===== src/rtl/pipe_stage_skid_pkg.sv =====
// Shared definitions for inter-stage pipeline registers: hazard-control encodings,
// stage payload layout and per-stage bubble constants.
package pipe_stage_skid_pkg;

  localparam int CTRL_W = 2;
  localparam logic [CTRL_W-1:0] CTRL_STATE_DEFAULT = 2'b00;
  localparam logic [CTRL_W-1:0] CTRL_STATE_STALLED = 2'b01;
  localparam logic [CTRL_W-1:0] CTRL_STATE_BUBBLE  = 2'b10;

  localparam int PL_WREG_OFF      = 0;
  localparam int PL_CSR_WREG_OFF  = 1;
  localparam int PL_RD_ADDR_OFF   = 2;
  localparam int PL_RD_ADDR_W     = 5;
  localparam int PL_CSR_WADDR_OFF = PL_RD_ADDR_OFF + PL_RD_ADDR_W;
  localparam int PL_CSR_WADDR_W   = 12;
  localparam int PL_WDATA_OFF     = PL_CSR_WADDR_OFF + PL_CSR_WADDR_W;
  localparam int PL_WDATA_W       = 64;
  localparam int PL_CSR_WDATA_OFF = PL_WDATA_OFF + PL_WDATA_W;
  localparam int PL_CSR_WDATA_W   = 64;
  localparam int PL_W             = PL_CSR_WDATA_OFF + PL_CSR_WDATA_W;

  localparam logic [11:0] CSR_ADDR_MARCHID = 12'hF12;
  localparam logic [4:0]  REG_ZERO         = 5'd0;

  function automatic logic [PL_W-1:0] pack_payload(
    input logic [4:0]  rd_addr,
    input logic [11:0] csr_waddr,
    input logic        wreg,
    input logic        csr_wreg,
    input logic [63:0] wdata,
    input logic [63:0] csr_wdata
  );
    return {csr_wdata, wdata, csr_waddr, rd_addr, csr_wreg, wreg};
  endfunction

  // A bubble must never write the register file or a CSR.
  localparam logic [PL_W-1:0] EX_MEM_BUBBLE =
    pack_payload(REG_ZERO, CSR_ADDR_MARCHID, 1'b0, 1'b0, 64'd0, 64'd0);

endpackage


===== src/rtl/pipe_stage_skid_sat_counter.sv =====
// Saturating event counter with synchronous clear that overrides a same-cycle increment.
module sat_counter
  import pipe_stage_skid_pkg::*;
#(
  parameter int CNT_W = 32
) (
  input  logic             clk,
  input  logic             rst,
  input  logic             inc_i,
  input  logic             clr_i,
  output logic [CNT_W-1:0] cnt_o
);

  logic [CNT_W-1:0] cnt_q, cnt_d;

  always_comb begin
    cnt_d = cnt_q;
    if (clr_i) begin
      cnt_d = '0;
    end else if (inc_i && (cnt_q != {CNT_W{1'b1}})) begin
      cnt_d = cnt_q + {{(CNT_W-1){1'b0}}, 1'b1};
    end
  end

  always_ff @(posedge clk or negedge rst) begin
    if (!rst) cnt_q <= '0;
    else      cnt_q <= cnt_d;
  end

  assign cnt_o = cnt_q;

endmodule


===== src/rtl/pipe_stage_skid.sv =====
// Generic inter-stage pipeline register with valid/ready handshake, optional 2-entry skid,
// hazard-unit stall/bubble/flush control and saturating stall/bubble counters.
module pipe_stage_skid
  import pipe_stage_skid_pkg::*;
#(
  parameter int              DATA_W     = PL_W,
  parameter logic [DATA_W-1:0] BUBBLE_VAL = '0,
  parameter bit              SKID_EN    = 1'b1,
  parameter int              CNT_W      = 32
) (
  input  logic              clk,
  input  logic              rst,
  input  logic [CTRL_W-1:0] ctrl_signal_i,
  input  logic              flush_i,
  input  logic              up_valid_i,
  output logic              up_ready_o,
  input  logic [DATA_W-1:0] up_data_i,
  output logic              dn_valid_o,
  input  logic              dn_ready_i,
  output logic [DATA_W-1:0] dn_data_o,
  input  logic              cnt_clr_i,
  output logic [CNT_W-1:0]  stall_cnt_o,
  output logic [CNT_W-1:0]  bubble_cnt_o
);

  logic [DATA_W-1:0] main_data_q, main_data_d, skid_data_q, skid_data_d;
  logic              main_vld_q, main_vld_d, skid_vld_q, skid_vld_d;
  logic              rdy_q, rdy_d;
  logic              is_default, is_stalled, is_bubble;
  logic              up_ready, xfer_up, xfer_dn;

  // Flush outranks every ctrl code; unknown codes fall through to bubble.
  assign is_stalled = !flush_i && (ctrl_signal_i == CTRL_STATE_STALLED);
  assign is_default = !flush_i && (ctrl_signal_i == CTRL_STATE_DEFAULT);
  assign is_bubble  = !flush_i && !is_stalled && !is_default;

  always_comb begin
    if (SKID_EN) up_ready = rdy_q & is_default;
    else         up_ready = (~main_vld_q | dn_ready_i) & is_default;
  end

  assign xfer_up = up_valid_i & up_ready;
  assign xfer_dn = main_vld_q & dn_ready_i & is_default;

  always_comb begin
    main_data_d = main_data_q;
    main_vld_d  = main_vld_q;
    skid_data_d = skid_data_q;
    skid_vld_d  = skid_vld_q;
    if (flush_i) begin
      main_data_d = BUBBLE_VAL;
      main_vld_d  = 1'b0;
      skid_data_d = BUBBLE_VAL;
      skid_vld_d  = 1'b0;
    end else if (is_bubble) begin
      main_data_d = BUBBLE_VAL;
      main_vld_d  = 1'b0;
    end else if (is_default) begin
      if (!main_vld_q || xfer_dn) begin
        if (skid_vld_q) begin
          // Oldest entry lives in the skid; promote it before anything newer.
          main_data_d = skid_data_q;
          main_vld_d  = 1'b1;
          skid_vld_d  = xfer_up;
          if (xfer_up) skid_data_d = up_data_i;
        end else if (xfer_up) begin
          main_data_d = up_data_i;
          main_vld_d  = 1'b1;
        end else begin
          main_vld_d  = 1'b0;
        end
      end else if (xfer_up && SKID_EN) begin
        skid_data_d = up_data_i;
        skid_vld_d  = 1'b1;
      end
    end
    rdy_d = ~skid_vld_d;
  end

  always_ff @(posedge clk or negedge rst) begin
    if (!rst) begin
      main_data_q <= BUBBLE_VAL;
      main_vld_q  <= 1'b0;
      skid_data_q <= BUBBLE_VAL;
      skid_vld_q  <= 1'b0;
      rdy_q       <= 1'b0;
    end else begin
      main_data_q <= main_data_d;
      main_vld_q  <= main_vld_d;
      skid_data_q <= skid_data_d;
      skid_vld_q  <= skid_vld_d;
      rdy_q       <= rdy_d;
    end
  end

  assign up_ready_o = up_ready;
  assign dn_valid_o = main_vld_q;
  assign dn_data_o  = main_data_q;

  sat_counter #(.CNT_W(CNT_W)) u_stall_cnt (
    .clk   (clk),
    .rst   (rst),
    .inc_i (is_stalled),
    .clr_i (cnt_clr_i),
    .cnt_o (stall_cnt_o)
  );

  sat_counter #(.CNT_W(CNT_W)) u_bubble_cnt (
    .clk   (clk),
    .rst   (rst),
    .inc_i (flush_i | is_bubble),
    .clr_i (cnt_clr_i),
    .cnt_o (bubble_cnt_o)
  );

endmodule


===== config.mk =====
export PLATFORM = sky130hd
export DESIGN_NAME = pipe_stage_skid
export DESIGN_NICKNAME = d
export VERILOG_FILES = /design/src/rtl/pipe_stage_skid_pkg.sv /design/src/rtl/pipe_stage_skid_sat_counter.sv /design/src/rtl/pipe_stage_skid.sv
export SDC_FILE = /design/constraint.sdc
export NUM_CORES = 1
export LEC_CHECK = 0
export CORE_UTILIZATION = 46
export DETAILED_ROUTE_END_ITERATION = 16
export PLACE_DENSITY = 0.82
export SYNTH_ARGS = -nofsm -noshare
export SYNTH_HDL_FRONTEND = slang
export SYNTH_SLANG_ARGS = --single-unit

===== constraint.sdc =====
create_clock -name clk -period 1.9 [get_ports clk]
set_input_delay 0.285 -clock clk [delete_from_list [all_inputs] [get_ports clk]]
set_output_delay 0.285 -clock clk [all_outputs]
set_load 0.01 [all_outputs]

==> impl_metrics.yaml, run 1 <==
placed_design:
  hpwl_um: 33200
  portBuffers: 367
  gp_congestion: 0.869
  placed_area_um2: 22200
  post-place-ws_ns: -0.646
pwr:
  total_power_uw: 16400
  p_leak_uw: 0.0101
  vdd_drop_max_mv: 0.708
  pwr_density_cell_nw_per_um2: 666
drt:
  drcViolationCount: 0
  antenna_left: 0
  vias_per_cell: 5.58
  drt_iter0_drc: 745
  drtPass1Iterations: 5
  vias: 14758
  wl_um: 51700
  avgRoutedWirePerCell_um: 19.6
setup_path:
  required_ns: 2.31
  critPathKind: "reg2reg"
  crit_fanout: 6
  cp-start-kind: "register"
  arrival_ns: 2.46
  crit_path_end_kind: "register"
global_routing:
  use_met2_pct: 44.6
  grt_util_all_layers_pct: 26.5
  overflow: 0
  grt_first_pass_wirelength_um: 80200
  met3_usage_pct: 5.57
  antenna_found_initial: 3
  grt_pass1_vias: 14876
  grt_util_met1_pct: 33.1
  grt_max_degree: 115
  busiest_layer: "met2"
sta:
  final-max-slew-violation-count: 0
  rsz0062_at_grt: "true"
  tightest_slew_ns: 0.714
  clock.fmax_ghz: 0.489
  holdWs_ns: 0.196
  finalHoldViolCount: 0
  finClkSkew_ns: 0.0196
  finalCriticalPeriod_ns: 2.05
  worst_slew_margin_rel_pct: 52.4
  finalWorstSetupSlack_ns: -0.145
  fin_crit_sh_pct: 108
  setup_viol: 21
yosys:
  ys_warn_count: 0
  post-synth-top-area-fraction_pct: 53.4
  synth.lib_cells_used.distinct: 48
  synth.top_cells.by_area: "dfrtp_1, mux2i_1, a211oi_1"
  synth_top_area_cell: "dfrtp_1"
  syn_inst: 1665
  synth-seq-cells: 361
  synth_area_per_cell_um2: 10.2
  synthArstFlopShare_pct: 100
  ys_seq_area_share_pct: 53.4
  synthFlopType: "dfrtp_1"
  syn_nets: 1822
  synth_edf_count: 0
  syn_area_um2: 16900
finish:
  fillerInstances: 2512
  final_common_cell: "dfrtp_1"
  drive_gt1_share_pct: 17.8
  postLayoutCoreUtil_pct: 68.6
  fin_area_um2: 24600
  final_nets: 2312
  syn2layout_area_growth_pct: 45.4
  layout_common_cells: "dfrtp_1, clkdlybuf4s50_1, nor2_1"
floorplanning:
  start_util_pct: 47.2
  dieArea_um2: 37500
  dieWidth_um: 194
  fp.dieH_um: 194
  core_um2: 35800
  pin_count: 368
  rows: 69
clocking:
  cts-buffers-inserted: 40
  cts.clk_slew.worst_paths_ns: 0.06
  cts_buffer_depth: 3
  root_buffer: "clkbuf_16"
  cts_tree: "yes"
  cts_sinks: 361
  htreeDepth: 2
  clk_latency_ns: 0.53
job:
  maxCapViolCount: 0
outcome:
  outcome: "complete, but fails checks"
  violations: "setup timing"
hold_path:
  min_path_type: "in2reg"
==> routing by layer <==
metal	up-vias	share of wire (%)
met5	-	0
met4	0	3.9
met3	137	6.9
met2	561	50
met1	7332	39
li1	6728	-
==> cell type report <==
type | instances | area, um2 | share of cell area [%]
diodes | 3 | 7.51 | 0.0305
repair buffers | 573 | 5990 | 24.4
multi-input cells | 1174 | 7720 | 31.4
well taps | 461 | 577 | 2.35
flip-flops and latches | 361 | 9050 | 36.8
inverters | 5 | 18.8 | 0.0763
clock buffers | 61 | 1160 | 4.72
clock inverters | 6 | 61.3 | 0.249
==> registers in the layout, indices dropped and copies added (netlist names) <==
name and flops:
dn_valid_o 1, skid_data_q 147, rdy_q 1, u_stall_cnt.cnt_o 32, skid_vld_q 1, dn_data_o 147
u_bubble_cnt.cnt_o 32
==> synthesized netlist by cell type, types with 3 or more instances <==
| library cell | number |
|---|---|
| xnor2_1 | 8 |
| nor2_1 | 217 |
| or3_1 | 8 |
| nand3_1 | 26 |
| o21ai_0 | 96 |
| nand4_1 | 29 |
| a211oi_1 | 127 |
| a211oi_2 | 20 |
| nand2b_1 | 149 |
| buf_2 | 31 |
| a21oi_1 | 11 |
| buf_4 | 14 |
| nor3_1 | 3 |
| clkbuf_1 | 72 |
| and4_1 | 7 |
| and3_1 | 12 |
| buf_6 | 8 |
| nand2_1 | 171 |
| mux2i_1 | 149 |
| dfrtp_1 | 361 |
| o21ai_1 | 60 |
| nor4_1 | 7 |
| xor2_1 | 44 |
| inv_1 | 5 |
==> cells by family after synthesis <==
logic type	Yosys count	share of synthesized area [%]
multiplexers	150	8.89
adder cells (fa/ha/maj)	2	0.148
buffers and inverters	130	3.78
AO/OA/AOI/OAI	325	12.6
XOR/XNOR	52	2.69
flip-flops	361	53.4
AND/OR/NAND/NOR	645	18.4
==> power by group <==
group / total (uW) / internal [uW] / switching, uW
registers: 7750 / 7730 / 26.3
clock network: 7350 / 4330 / 3020
logic: 1270 / 624 / 647
==> path summary, 6_finish.rpt <==
check                                   endpoint  cells after the start  slack, ns                   from
setup / recovery           u_stall_cnt.cnt_o[29]                      7      -0.15  u_stall_cnt.cnt_o[24]
hold / removal                   skid_data_q[12]                      4       0.20                flush_i
setup reg to reg           u_stall_cnt.cnt_o[29]                      7      -0.15  u_stall_cnt.cnt_o[24]
hold reg to reg                 skid_data_q[132]                      2       0.53       skid_data_q[132]
max in group asynchronous  u_stall_cnt.cnt_o[16]                      3       0.81                    rst
min in group asynchronous  u_stall_cnt.cnt_o[10]                      2       0.26                    rst
==> through the flow <==
step / TNS, ns / std cells
finish: -1.32 / 2644
floorplan: -1.04 / 1665
global route: -3.84 / 2644
CTS: -0.877 / 2622
detailed placement: -165.93 / 2532
global placement: -152.67 / 2532
==> critical path: stages (launching register included) <==
cell	delay [ns]
dfrtp_2	0.39
nand4_4	0.11
or4_4	0.58
o31a_1	0.32
buf_6	0.17
nand4_1	0.10
xor2_1	0.19
nor2_1	0.07
==> what timing repair did <==
| action | CTS | global route |
|---|---|---|
| hold buffers | 1 | 0 |
| resized for setup | 50 | 106 |
| pin swaps | 25 | 40 |
| endpoints found under the hold margin | 32 | 0 |
| endpoints found under the setup margin | 129 | 220 |
| buffers inserted | 13 | 15 |
| cloned | 9 | 5 |
Power figures use the tool's default switching activity.
==> inputs of run 2 (changes only) <==
--- a/config.mk
+++ b/config.mk
@@ -5,8 +5,10 @@
 export SDC_FILE = /design/constraint.sdc
 export NUM_CORES = 1
 export LEC_CHECK = 0
+export CORE_MARGIN = 2
 export CORE_UTILIZATION = 46
 export DETAILED_ROUTE_END_ITERATION = 16
+export HOLD_SLACK_MARGIN = 0.08
 export PLACE_DENSITY = 0.82
 export SYNTH_ARGS = -nofsm -noshare
 export SYNTH_HDL_FRONTEND = slang
==> run 2 against run 1 <==
The flow still finishes with violations (setup timing); worst setup slack worse by 0.13 ns; die area increased by 2.1%; sequential cell count is the same; first-iteration DRC count grew 17%; global-route usage fell by 0.75 points; hold slack worse by 0.041 ns; non-clock buffer count is 29 lower; sequential power about the same; cell area decreased by 2.1%; clock power increased by 1%; combinational power down 5%; register-to-register slack got worse by 0.13 ns; critical path type unchanged.
==> impl_metrics.yaml, run 2 (synthesis results as in run 1) <==
setup_path:
  cp-start-kind: "register"
  worst_path_dominant_cell_family: "compound AO/OA/AOI/OAI gates"
  cpMaxStageDelayCell: "o21ai_0"
  max_stage_delay_ns: 0.47
  arrival_ns: 2.57
  critPathKind: "reg2reg"
  crit_path_end_kind: "register"
  critPathBufInv: 0
  required_ns: 2.29
  crit_fanout: 7
  path_cells: "ha_2, nand4_1, nor4_4, a21boi_4, nand3_4, o21ai_0, a21oi_4"
finish:
  fin_area_um2: 24100
  postLayoutCoreUtil_pct: 66.1
  final_common_cell: "dfrtp_1"
  final_nets: 2283
  drive_gt1_share_pct: 15.7
  multi_input_area_um2: 7660
  fillerInstances: 2657
  syn2layout_area_growth_pct: 42.4
  register_area_um2: 9050
  layout_common_cells: "dfrtp_1, clkdlybuf4s50_1, nor2_1"
placed_design:
  gp_congestion: 0.949
  placed_area_um2: 22100
  portBuffers: 367
  hpwl_um: 33200
sta:
  setup_viol: 51
  tns_ns: -4.71
  finalCriticalPeriod_ns: 2.18
  finalWorstSetupSlack_ns: -0.279
  final-max-slew-violation-count: 0
  fin_crit_sh_pct: 115
  finalHoldViolCount: 0
  tightest_slew_ns: 0.936
  rsz0062_at_grt: "true"
  worst_slew_margin_rel_pct: 37.6
  finClkSkew_ns: 0.0287
  clock.fmax_ghz: 0.459
floorplanning:
  pin_count: 368
  start_util_pct: 46.4
  dieWidth_um: 196
  dieArea_um2: 38300
  fp.dieH_um: 196
  core_um2: 36400
  rows: 70
hold_path:
  min_path_type: "in2reg"
drt:
  wl_um: 51500
  avgRoutedWirePerCell_um: 19.6
  vias: 14754
  drt_iter0_drc: 869
  antenna_left: 0
  vias_per_cell: 5.62
  drcViolationCount: 0
  drtPass1Iterations: 7
global_routing:
  overflow: 0
  grt_pass1_vias: 14798
  grt_first_pass_wirelength_um: 79000
  grt_util_all_layers_pct: 25.7
  grt_max_degree: 97
  antenna_found_initial: 9
clocking:
  clk_latency_ns: 0.55
  cts.clk_slew.worst_paths_ns: 0.06
  cts_tree: "yes"
  cts_buffer_depth: 3
  htreeDepth: 2
  cts-buffers-inserted: 40
  root_buffer: "clkbuf_16"
  cts_sinks: 361
pwr:
  p_leak_uw: 0.00993
  total_power_uw: 16400
  pwr_density_cell_nw_per_um2: 681
  vdd_drop_max_mv: 0.612
outcome:
  outcome: "complete, but fails checks"
  violations: "setup timing"
job:
  maxCapViolCount: 0
[run 2: worst paths after layout]
check / startpoint / endpoint / slack (ns) / cells after the start
min in group asynchronous: rst / skid_data_q[31] / 0.17 / 2
setup / recovery: u_bubble_cnt.cnt_o[0] / u_bubble_cnt.cnt_o[26] / -0.28 / 7
max in group asynchronous: rst / skid_data_q[146] / 0.96 / 4
hold reg to reg: skid_data_q[108] / skid_data_q[108] / 0.53 / 2
setup reg to reg: u_bubble_cnt.cnt_o[0] / u_bubble_cnt.cnt_o[26] / -0.28 / 7
hold / removal: cnt_clr_i / u_bubble_cnt.cnt_o[31] / 0.15 / 3
[run 2: cell type report]
cell class	instances	area share, %
sequential	361	37.6
multi-input combinational	1174	31.8
timing repair buffer	544	22.9
clock buffer	56	4.74
tap	468	2.43
clock inverter	9	0.395
antenna	9	0.0935
inverter	5	0.0779
[run 2: tightest hold or removal path, cell delays in order]
cell	delay (ns)
buf_2	0.11
nor2_1	0.11
mux2_4	0.15
[run 2: stage by stage]
stage          hold slack [ns]  instances  setup WS, ns
5_1_grt                  0.154       2625        -0.291
6_report                 0.154       2626        -0.279
2_1_floorplan          -0.0106       1665        -0.122
3_3_place_gp             0.137       2530        -0.577
3_5_place_dp             0.137       2530        -0.669
4_1_cts                  0.101       2607        -0.190
[run 2: routing by layer]
| layer | global-route usage [%] | part of all wire (%) | vias up | routed length [um] |
|---|---|---|---|---|
| li1 | - | - | 6665 | - |
| met1 | 32.9 | 39 | 7291 | 20300 |
| met2 | 42.7 | 49 | 626 | 25200 |
| met3 | 4.68 | 6.8 | 172 | 3510 |
| met4 | 12.1 | 4.8 | 0 | 2490 |
| met5 | 0 | 0 | - | 0 |
[run 2: what timing repair did]
| item | 4_1_cts | 5_1_grt |
|---|---|---|
| cloned | 3 | 1 |
| hold buffers | 1 | 0 |
| hold endpoints to repair | 312 | 0 |
| setup endpoints to repair | 152 | 148 |
| pin swaps | 43 | 35 |
| gates resized for setup | 49 | 79 |
| buffers inserted | 10 | 10 |
[run 2: power by group]
group / total (uW) / internal (uW) / leakage [uW] / switching, uW
clock: 7450 / 4430 / 0.000615 / 3020
sequential: 7750 / 7730 / 0.00501 / 24.1
combinational: 1210 / 591 / 0.00430 / 619
total: 16400 / 12700 / 0.00993 / 3660
